--- config.mk ---
export PLATFORM = sky130hd
export DESIGN_NAME = stream_rr_arbiter_flat
export DESIGN_NICKNAME = d
export VERILOG_FILES = /design/src/rtl/stream_pkg.sv /design/src/rtl/stream_rr_arbiter_if.sv /design/src/rtl/stream_out_reg.sv /design/src/rtl/stream_rr_arbiter.sv /design/src/flat_wrapper.sv
export SDC_FILE = /design/constraint.sdc
export NUM_CORES = 1
export LEC_CHECK = 0
export BUFFER_PORTS_ARGS = -buffer_cell sky130_fd_sc_hd__buf_2
export CORE_AREA = 2 2 61 77
export CTS_CLUSTER_SIZE = 10
export DETAILED_ROUTE_END_ITERATION = 16
export DIE_AREA = 0 0 63 79
export GPL_TIMING_DRIVEN = 0
export PLACE_DENSITY = 0.74
export SYNTH_ARGS = -nofsm -noshare
export SYNTH_HDL_FRONTEND = slang
export SYNTH_SLANG_ARGS = --single-unit
--- constraint.sdc ---
create_clock -name clk -period 1.8 [get_ports clk]
set_clock_uncertainty 0.2 [all_clocks]
set_input_delay 0.09 -clock clk [delete_from_list [all_inputs] [get_ports clk]]
set_output_delay 0.09 -clock clk [all_outputs]
set_load 0.05 [all_outputs]
--- src/rtl/stream_pkg.sv ---
// Shared types for the two-requester stream arbiter.
// Payload layout and source encoding used by every stage.
package stream_pkg;

    localparam int DATA_WIDTH  = 16;
    localparam int DATA2_WIDTH = 13;

    typedef struct packed {
        logic [DATA_WIDTH-1:0]         data;
        logic signed [DATA2_WIDTH-1:0] data2;
    } stream_payload_t;

    typedef enum logic {
        SRC_IN1,
        SRC_IN2
    } stream_src_e;

endpackage

--- src/rtl/stream_rr_arbiter_if.sv ---
// Valid/ready stream carrying one {data, data2} payload.
// master drives payload and valid; slave drives ready.
interface stream_rr_arbiter_if;
    import stream_pkg::*;

    logic [DATA_WIDTH-1:0]         data;
    logic signed [DATA2_WIDTH-1:0] data2;
    logic                          valid;
    logic                          ready;

    modport master (
        output data,
        output data2,
        output valid,
        input  ready
    );

    modport slave (
        input  data,
        input  data2,
        input  valid,
        output ready
    );

endinterface

--- src/rtl/stream_out_reg.sv ---
// One-entry valid/ready output register holding payload and source.
// Accepts a new beat whenever empty or being drained this cycle.
module stream_out_reg
    import stream_pkg::*;
(
    input  logic                  clk,
    input  logic                  rst_n,
    input  logic                  push,
    input  stream_payload_t       payload,
    input  stream_src_e           src,
    output logic                  load,
    output stream_src_e           out_src,
    stream_rr_arbiter_if.master   out
);

    stream_payload_t q;
    logic            vld;

    assign load      = !vld | out.ready;
    assign out.valid = vld;
    assign out.data  = q.data;
    assign out.data2 = q.data2;

    always_ff @(posedge clk or negedge rst_n) begin
        if (!rst_n) begin
            vld     <= 1'b0;
            q       <= '0;
            out_src <= SRC_IN1;
        end else if (load) begin
            vld <= push;
            if (push) begin
                q       <= payload;
                out_src <= src;
            end
        end
    end

endmodule

--- src/rtl/stream_rr_arbiter.sv ---
// Round-robin merge of two streams with a per-owner burst limit.
// Grant state lives here; the output beat is held in stream_out_reg.
module stream_rr_arbiter
    import stream_pkg::*;
#(
    parameter int MAX_BURST = 4
) (
    input  logic                clk,
    input  logic                rst_n,
    stream_rr_arbiter_if.slave  in1,
    stream_rr_arbiter_if.slave  in2,
    stream_rr_arbiter_if.master out,
    output logic                out_src
);

    localparam int CW = $clog2(MAX_BURST + 1);

    stream_src_e     last_grant, last_grant_n;
    logic [CW-1:0]   burst_cnt, burst_cnt_n;
    stream_src_e     winner, src_q;
    stream_payload_t payload;
    logic            grant;
    logic            load;
    logic            push;

    always_ff @(posedge clk or negedge rst_n) begin
        if (!rst_n) begin
            last_grant <= SRC_IN1;
            burst_cnt  <= '0;
        end else begin
            last_grant <= last_grant_n;
            burst_cnt  <= burst_cnt_n;
        end
    end

    always_comb begin
        grant        = 1'b0;
        winner       = SRC_IN1;
        payload      = '0;
        last_grant_n = last_grant;
        burst_cnt_n  = burst_cnt;

        unique case (1'b1)
            in1.valid && in2.valid: begin
                grant = 1'b1;
                // owner keeps the port until its burst budget is spent
                if (burst_cnt < CW'(MAX_BURST))
                    winner = last_grant;
                else
                    winner = (last_grant == SRC_IN1) ? SRC_IN2 : SRC_IN1;
            end
            in1.valid && !in2.valid: begin
                grant  = 1'b1;
                winner = SRC_IN1;
            end
            !in1.valid && in2.valid: begin
                grant  = 1'b1;
                winner = SRC_IN2;
            end
            default: ;
        endcase

        if (winner == SRC_IN2) begin
            payload.data  = in2.data;
            payload.data2 = in2.data2;
        end else begin
            payload.data  = in1.data;
            payload.data2 = in1.data2;
        end

        in1.ready = rst_n & load & grant & (winner == SRC_IN1);
        in2.ready = rst_n & load & grant & (winner == SRC_IN2);
        push      = in1.ready | in2.ready;

        if (push) begin
            last_grant_n = winner;
            if (winner != last_grant)
                burst_cnt_n = CW'(1);
            else if (burst_cnt != CW'(MAX_BURST))
                burst_cnt_n = burst_cnt + 1'b1;
        end
    end

    stream_out_reg u_out (
        .clk     (clk),
        .rst_n   (rst_n),
        .push    (push),
        .payload (payload),
        .src     (winner),
        .load    (load),
        .out_src (src_q),
        .out     (out)
    );

    assign out_src = src_q;

endmodule

--- src/flat_wrapper.sv ---
// flat-port wrapper written by rule: the top's interface ports become plain ports
module stream_rr_arbiter_flat import stream_pkg::*;
#(
    parameter int MAX_BURST = 4
)
  (clk, rst_n, out_src, in1_data, in1_data2, in1_valid, in1_ready, in2_data, in2_data2, in2_valid, in2_ready, out_data, out_data2, out_valid, out_ready);
  stream_rr_arbiter_if in1_i ();
  stream_rr_arbiter_if in2_i ();
  stream_rr_arbiter_if out_i ();
  input  logic clk;
  input  logic rst_n;
  output logic out_src;
  input wire logic [$bits(in1_i.data)-1:0] in1_data;
  input wire logic [$bits(in1_i.data2)-1:0] in1_data2;
  input wire logic [$bits(in1_i.valid)-1:0] in1_valid;
  output wire logic [$bits(in1_i.ready)-1:0] in1_ready;
  input wire logic [$bits(in2_i.data)-1:0] in2_data;
  input wire logic [$bits(in2_i.data2)-1:0] in2_data2;
  input wire logic [$bits(in2_i.valid)-1:0] in2_valid;
  output wire logic [$bits(in2_i.ready)-1:0] in2_ready;
  output wire logic [$bits(out_i.data)-1:0] out_data;
  output wire logic [$bits(out_i.data2)-1:0] out_data2;
  output wire logic [$bits(out_i.valid)-1:0] out_valid;
  input wire logic [$bits(out_i.ready)-1:0] out_ready;
  assign in1_i.data = in1_data;
  assign in1_i.data2 = in1_data2;
  assign in1_i.valid = in1_valid;
  assign in1_ready = in1_i.ready;
  assign in2_i.data = in2_data;
  assign in2_i.data2 = in2_data2;
  assign in2_i.valid = in2_valid;
  assign in2_ready = in2_i.ready;
  assign out_data = out_i.data;
  assign out_data2 = out_i.data2;
  assign out_valid = out_i.valid;
  assign out_i.ready = out_ready;
  stream_rr_arbiter #(.MAX_BURST(MAX_BURST)) u_core (.clk(clk), .rst_n(rst_n), .in1(in1_i), .in2(in2_i), .out(out_i), .out_src(out_src));
endmodule
# Word-level counts from Yosys, hierarchy flattened
# Cells that the tools add are included.
# word_totals
regBits	35
word_cells	34
# classes
n_mux	7
n_addsub	1
n_eq_ne	2
bitwise_logic	7
magnitude_cmp	1
n_reduce_logical	10
# ops
operator	n
2-to-1 mux 29 bit	1
2-to-1 mux 3 bit	2
AND 1 bit	4
AND reduction 2 bit	2
adder 3 x 1 -> 3 bit (second input constant)	1
logical AND 1 bit	3
zero test 1 bit	3
less-than comparator 3 bit (second input constant)	1
2-to-1 mux 1 bit	3
inequality test 3 bit (second input constant)	1
OR reduction 3 bit	1
OR 1 bit	2
case mux 1 bit (2 select lines)	1
nonzero test 2 bit	1
inequality test 1 bit	1
inverter 1 bit	1

# Longest topological paths before layout
# depth
ltp_word	8
ltp_mapped	6
ltp_nobuf	5

# By module
# Synthesis repeated with hierarchy kept, for this count alone.
# unflattened
hier_cells	133
area_unflattened_um2	2060.7
# modules_own_cells
mod	instances	cells_each	seq_area_each_um2	area_per_inst_um2
stream_out_reg	1	67	775.7	1318.8
stream_rr_arbiter	1	66	100.1	742.0

# Worst setup path before layout
# Ideal clock, no wire load.
# synth_path
path_type	reg2reg
from	reg u_core.u_out.vld (netlist: u_core.u_out.out.valid)
to	reg u_core.u_out.q, in the netlist u_core.u_out.out.data2[10]
period_less_slack_ps	1904
setup_ps	126
path_slack_ps	-104
path_stages_with_launch	6
arrival_ps	1578
cell_sequence	dfrtp_1 nand2b_1 nand3_1 a21oi_1 buf_2 a221o_1
# synth_between
elab_chain_len	7
# synth_rtl
item	line	rtl
from (decl)	stream_out_reg.sv:17	logic vld;
from (signal assigned)	stream_out_reg.sv:30	vld <= push;
zero test 1 bit	stream_out_reg.sv:19	assign load = !vld | out.ready;
OR 1 bit	stream_out_reg.sv:19	
AND 1 bit (3 in series)	stream_rr_arbiter.sv:72	in2.ready = rst_n & load & grant & (winner == SRC_IN2);
named net in2_ready	flat_wrapper.sv:20	output wire logic [$bits(in2_i.ready)-1:0] in2_ready;
OR 1 bit	stream_rr_arbiter.sv:73	push = in1.ready | in2.ready;
AND reduction 2 bit (no source line)	--	
to (signal assigned)	stream_out_reg.sv:32	q <= payload;
to (decl)	stream_out_reg.sv:16	stream_payload_t q;
# The timed path passes the listed nets, and every way through them passes these cells.
# A chain may end at the register's enable or synchronous reset.

# Worst setup path after layout
# layout_path
from	reg u_core.last_grant
to	reg u_core.u_out.q, in the netlist u_core.u_out.out.data[0]
# layout_between
elab_chain_len	7
# layout_rtl
item	line	rtl
from (decl)	stream_rr_arbiter.sv:18	stream_src_e last_grant, last_grant_n;
from (signal assigned)	stream_rr_arbiter.sv:31	last_grant <= last_grant_n;
2-to-1 mux 1 bit	stream_rr_arbiter.sv:50	winner = (last_grant == SRC_IN1) ? SRC_IN2 : SRC_IN1;
2-to-1 mux 1 bit *	stream_rr_arbiter.sv:47	if (burst_cnt < CW'(MAX_BURST))
case mux 1 bit (2 select lines) *	stream_rr_arbiter.sv:43	unique case (1'b1)
inverter 1 bit	stream_rr_arbiter.sv:71	in1.ready = rst_n & load & grant & (winner == SRC_IN1);
AND 1 bit	stream_rr_arbiter.sv:71	
OR 1 bit	stream_rr_arbiter.sv:73	
AND reduction 2 bit (no source line)	--	
# Mark *: on every way between the ends. The rest lies on a longest branch, timed or not.

==> out/summary.txt <==
maximum clock path buffer count -> 2
leakage power -> 1.48 nW
first-pass GRT wire length -> 9090 µm
Synth Area in Simple Gates -> 14.1%
WS Path Type -> flop to flop
max incr delay on CP -> 0.44 ns
CP Capture Type -> flop
input/output buffers -> 95
Sink Count -> 35
PD cells -> 1200 nW/µm²
H-tree Lvls -> 2
Final min period -> 1.80 ns
initial drt markers -> 45
multiplexer area fraction after synthesis -> 0.620%
WP buf/inv -> 1
final setup fails -> 0
cell count after synthesis -> 131
main combinational cell family by area after synthesis -> compound AO/OA/AOI/OAI gates
Synth Area in Adders -> 1.55%
XOR/XNOR Fraction of Synth Area -> 0.543%
fin nets -> 363
share of layout cells above drive strength 1 -> 45.2%
Post-synth top flop -> dfrtp_1
final slew viol count -> 0
type of the most critical hold path -> input port to asynchronous set/reset pin
Worst slew margin -> 60.6%
GRT met1 Usage -> 23.6%
sequential-to-total area share from yosys stat -> 54.3%
Max IR drop VDD -> 773 µV
area post-placement -> 2170 µm²
status -> finished clean
vias in the first global route -> 1916
CTS tree -> done
Fmax -> 557 MHz
Root Driver -> clkbuf_8
TritonRoute pass-1 iters -> 4
EDFF count, synth -> 0
chip width -> 63 µm
overflow left after global routing -> 0
antenna violations before repair -> 0
CP startpoint kind -> flop
GR met2 Demand/Resource -> 45.5%
total count of hold-check failures in the final report -> 0
critical path required time -> 1.77 ns
P&R area growth vs syn -> 83.9%
met3 usage -> 6.94%
Die Ht -> 79 µm
total track usage -> 23.7%
CTS clock-pin slew for the worst setup and hold paths -> 0.07 ns
Diodes inserted -> 0
worst hold margin -> 0.131 ns
CP max-delay cell -> dfrtp_2
std cell rows -> 27
Async SR Flop Fraction -> 100%
Netlist cell types -> 28
critical path cell sequence -> xnor2_2 > o2111a_2 > buf_6 > and2_0 > a221o_1
WP data arrival -> 1.77 ns
cell area after layout -> 2970 µm²
core area -> 4290 µm²
most used routing layer -> met2
max_cap viols -> 0
drt drc -> 0
fin util -> 69.2%
final worst path period share -> 99.8%
Synthesized Nets -> 196
unrepaired setup endpoints after global routing -> true
post-synthesis compound-gate area fraction -> 23.6%
Fin Setup TNS -> 0 ns
Via density -> 4.92
cts bufs inserted -> 5
DPL Wire Length -> 3180 µm
synthesized cell area -> 1610 µm²
Avg Inst Size Synth -> 12.3 µm²
area of the die -> 4980 µm²
Starting Density -> 37.6%
largest net degree at the start of global routing -> 36
Slew @ Worst Pin -> 0.589 ns
gpl congestion -> 0.731
I/O pins -> 96
Post-Route WL -> 5650 µm
crit path max fanout -> 10
Top delay family on crit path -> compound AO/OA/AOI/OAI gates
#FFs+latches synth -> 35
Synth Warn # -> 0
routed vias -> 1756
worst skew pair latency -> 0.29 ns
antenna-violating nets left -> 0
average wire per standard cell -> 15.8 µm
==> cell usage after synthesis (all sizes together) (2+ instances only) <==
| cell type | n | area share (%) |
|---|---|---|
| a21o | 2 | 1.0 |
| a221o | 29 | 18 |
| and2 | 29 | 11 |
| buf | 8 | 3.6 |
| clkbuf | 2 | 0.47 |
| dfrtp | 35 | 54 |
| ha | 2 | 1.6 |
| inv | 5 | 1.2 |
| nand3 | 2 | 0.62 |
| nor2 | 2 | 0.47 |
==> flip-flops by register name, indices dropped and copies added, names as in the netlist <==
signal / flops
u_core.burst_cnt: 3
u_core.u_out.out.data2: 13
u_core.u_out.out.valid: 1
u_core.u_out.out.data: 16
u_core.u_out.out_src: 1
u_core.last_grant: 1
==> tightest hold or removal path, delay by kind of cell <==
kind	cells	cell delay [ns]
buffers and inverters	3	0.89
==> area by class of cell <==
class	instances	area, µm²
Buffer	9	68.8
Multi-Input combinational cell	81	692
Fill cell	310	1320
Sequential cell	35	880
Clock inverter	3	15.0
Timing Repair Buffer	161	1150
Tap cell	58	72.6
Inverter	5	18.8
Clock buffer	5	68.8
==> power by group <==
part           total, mW  switching (mW)  internal (mW)
clock network      0.546           0.281          0.265
registers           1.19           0.159           1.04
logic               1.81            1.18          0.636
==> per-layer routing <==
layer | vias up | part of all wire, %
met1 | 833 | 39
met5 | - | 0
li1 | 830 | -
met2 | 79 | 52
met4 | 0 | 2.2
met3 | 14 | 6.9
==> worst paths after layout <==
| kind | depth (start not counted) | startpoint | slack [ns] | to |
|---|---|---|---|---|
| worst max-delay path | 5 | u_core.last_grant$_DFFE_PN0P_ | 0.004 | u_core.u_out.out.data[0]$_DFFE_PN0P_ |
| worst min-delay path | 3 | rst_n | 0.13 | u_core.u_out.out.data2[10]$_DFFE_PN0P_ |
| worst max register to register | 5 | u_core.last_grant$_DFFE_PN0P_ | 0.004 | u_core.u_out.out.data[0]$_DFFE_PN0P_ |
| worst min register to register | 1 | u_core.u_out.out_src$_DFFE_PN0P_ | 0.29 | u_core.u_out.out_src$_DFFE_PN0P_ |
| max in group asynchronous | 3 | rst_n | 1.07 | u_core.u_out.out.valid$_DFFE_PN0N_ |
| min in group clk | 4 | in1_valid | 0.18 | u_core.u_out.out_src$_DFFE_PN0P_ |
==> kinds of logic after synthesis <==
| group | after synthesis |
|---|---|
| AO/OA/AOI/OAI | 40 |
| AND/OR/NAND/NOR | 37 |
| flip-flops | 35 |
| buffers and inverters | 15 |
| adder cells (fa/ha/maj) | 2 |
| XOR/XNOR | 1 |
| multiplexers | 1 |
==> what timing repair did <==
item,4_1_cts,5_1_grt
hold endpoints to repair,65,0
gates resized for setup,12,23
hold buffers,61,0
setup endpoints to repair,36,31
setup buffers,3,2
pin swaps,3,4
==> layout by cell type (no fill, tap or decap), types with 4 or more instances in the layout <==
master | netlist | layout
buf_2 | 5 | 94
buf_4 | 0 | 8
inv_1 | 5 | 5
a221o_1 | 29 | 29
and2_0 | 27 | 16
dlygate4sd3_1 | 0 | 60
and2_1 | 2 | 6
dfrtp_1 | 35 | 32
buf_6 | 3 | 4
clkbuf_8 | 0 | 5
and2_4 | 0 | 7
==> through the flow <==
step / worst slack, ns / total power [mW] / std cells
after floorplan: 0.0245 / 2.37 / 131
after global placement: -0.562 / 2.76 / 284
after detailed placement: -0.599 / 2.79 / 284
after CTS: -0.00523 / 3.50 / 355
after global routing: -0.0491 / 3.72 / 357
final: 0.00378 / 3.56 / 357
Note: power is estimated with default switching activity, not from simulation.
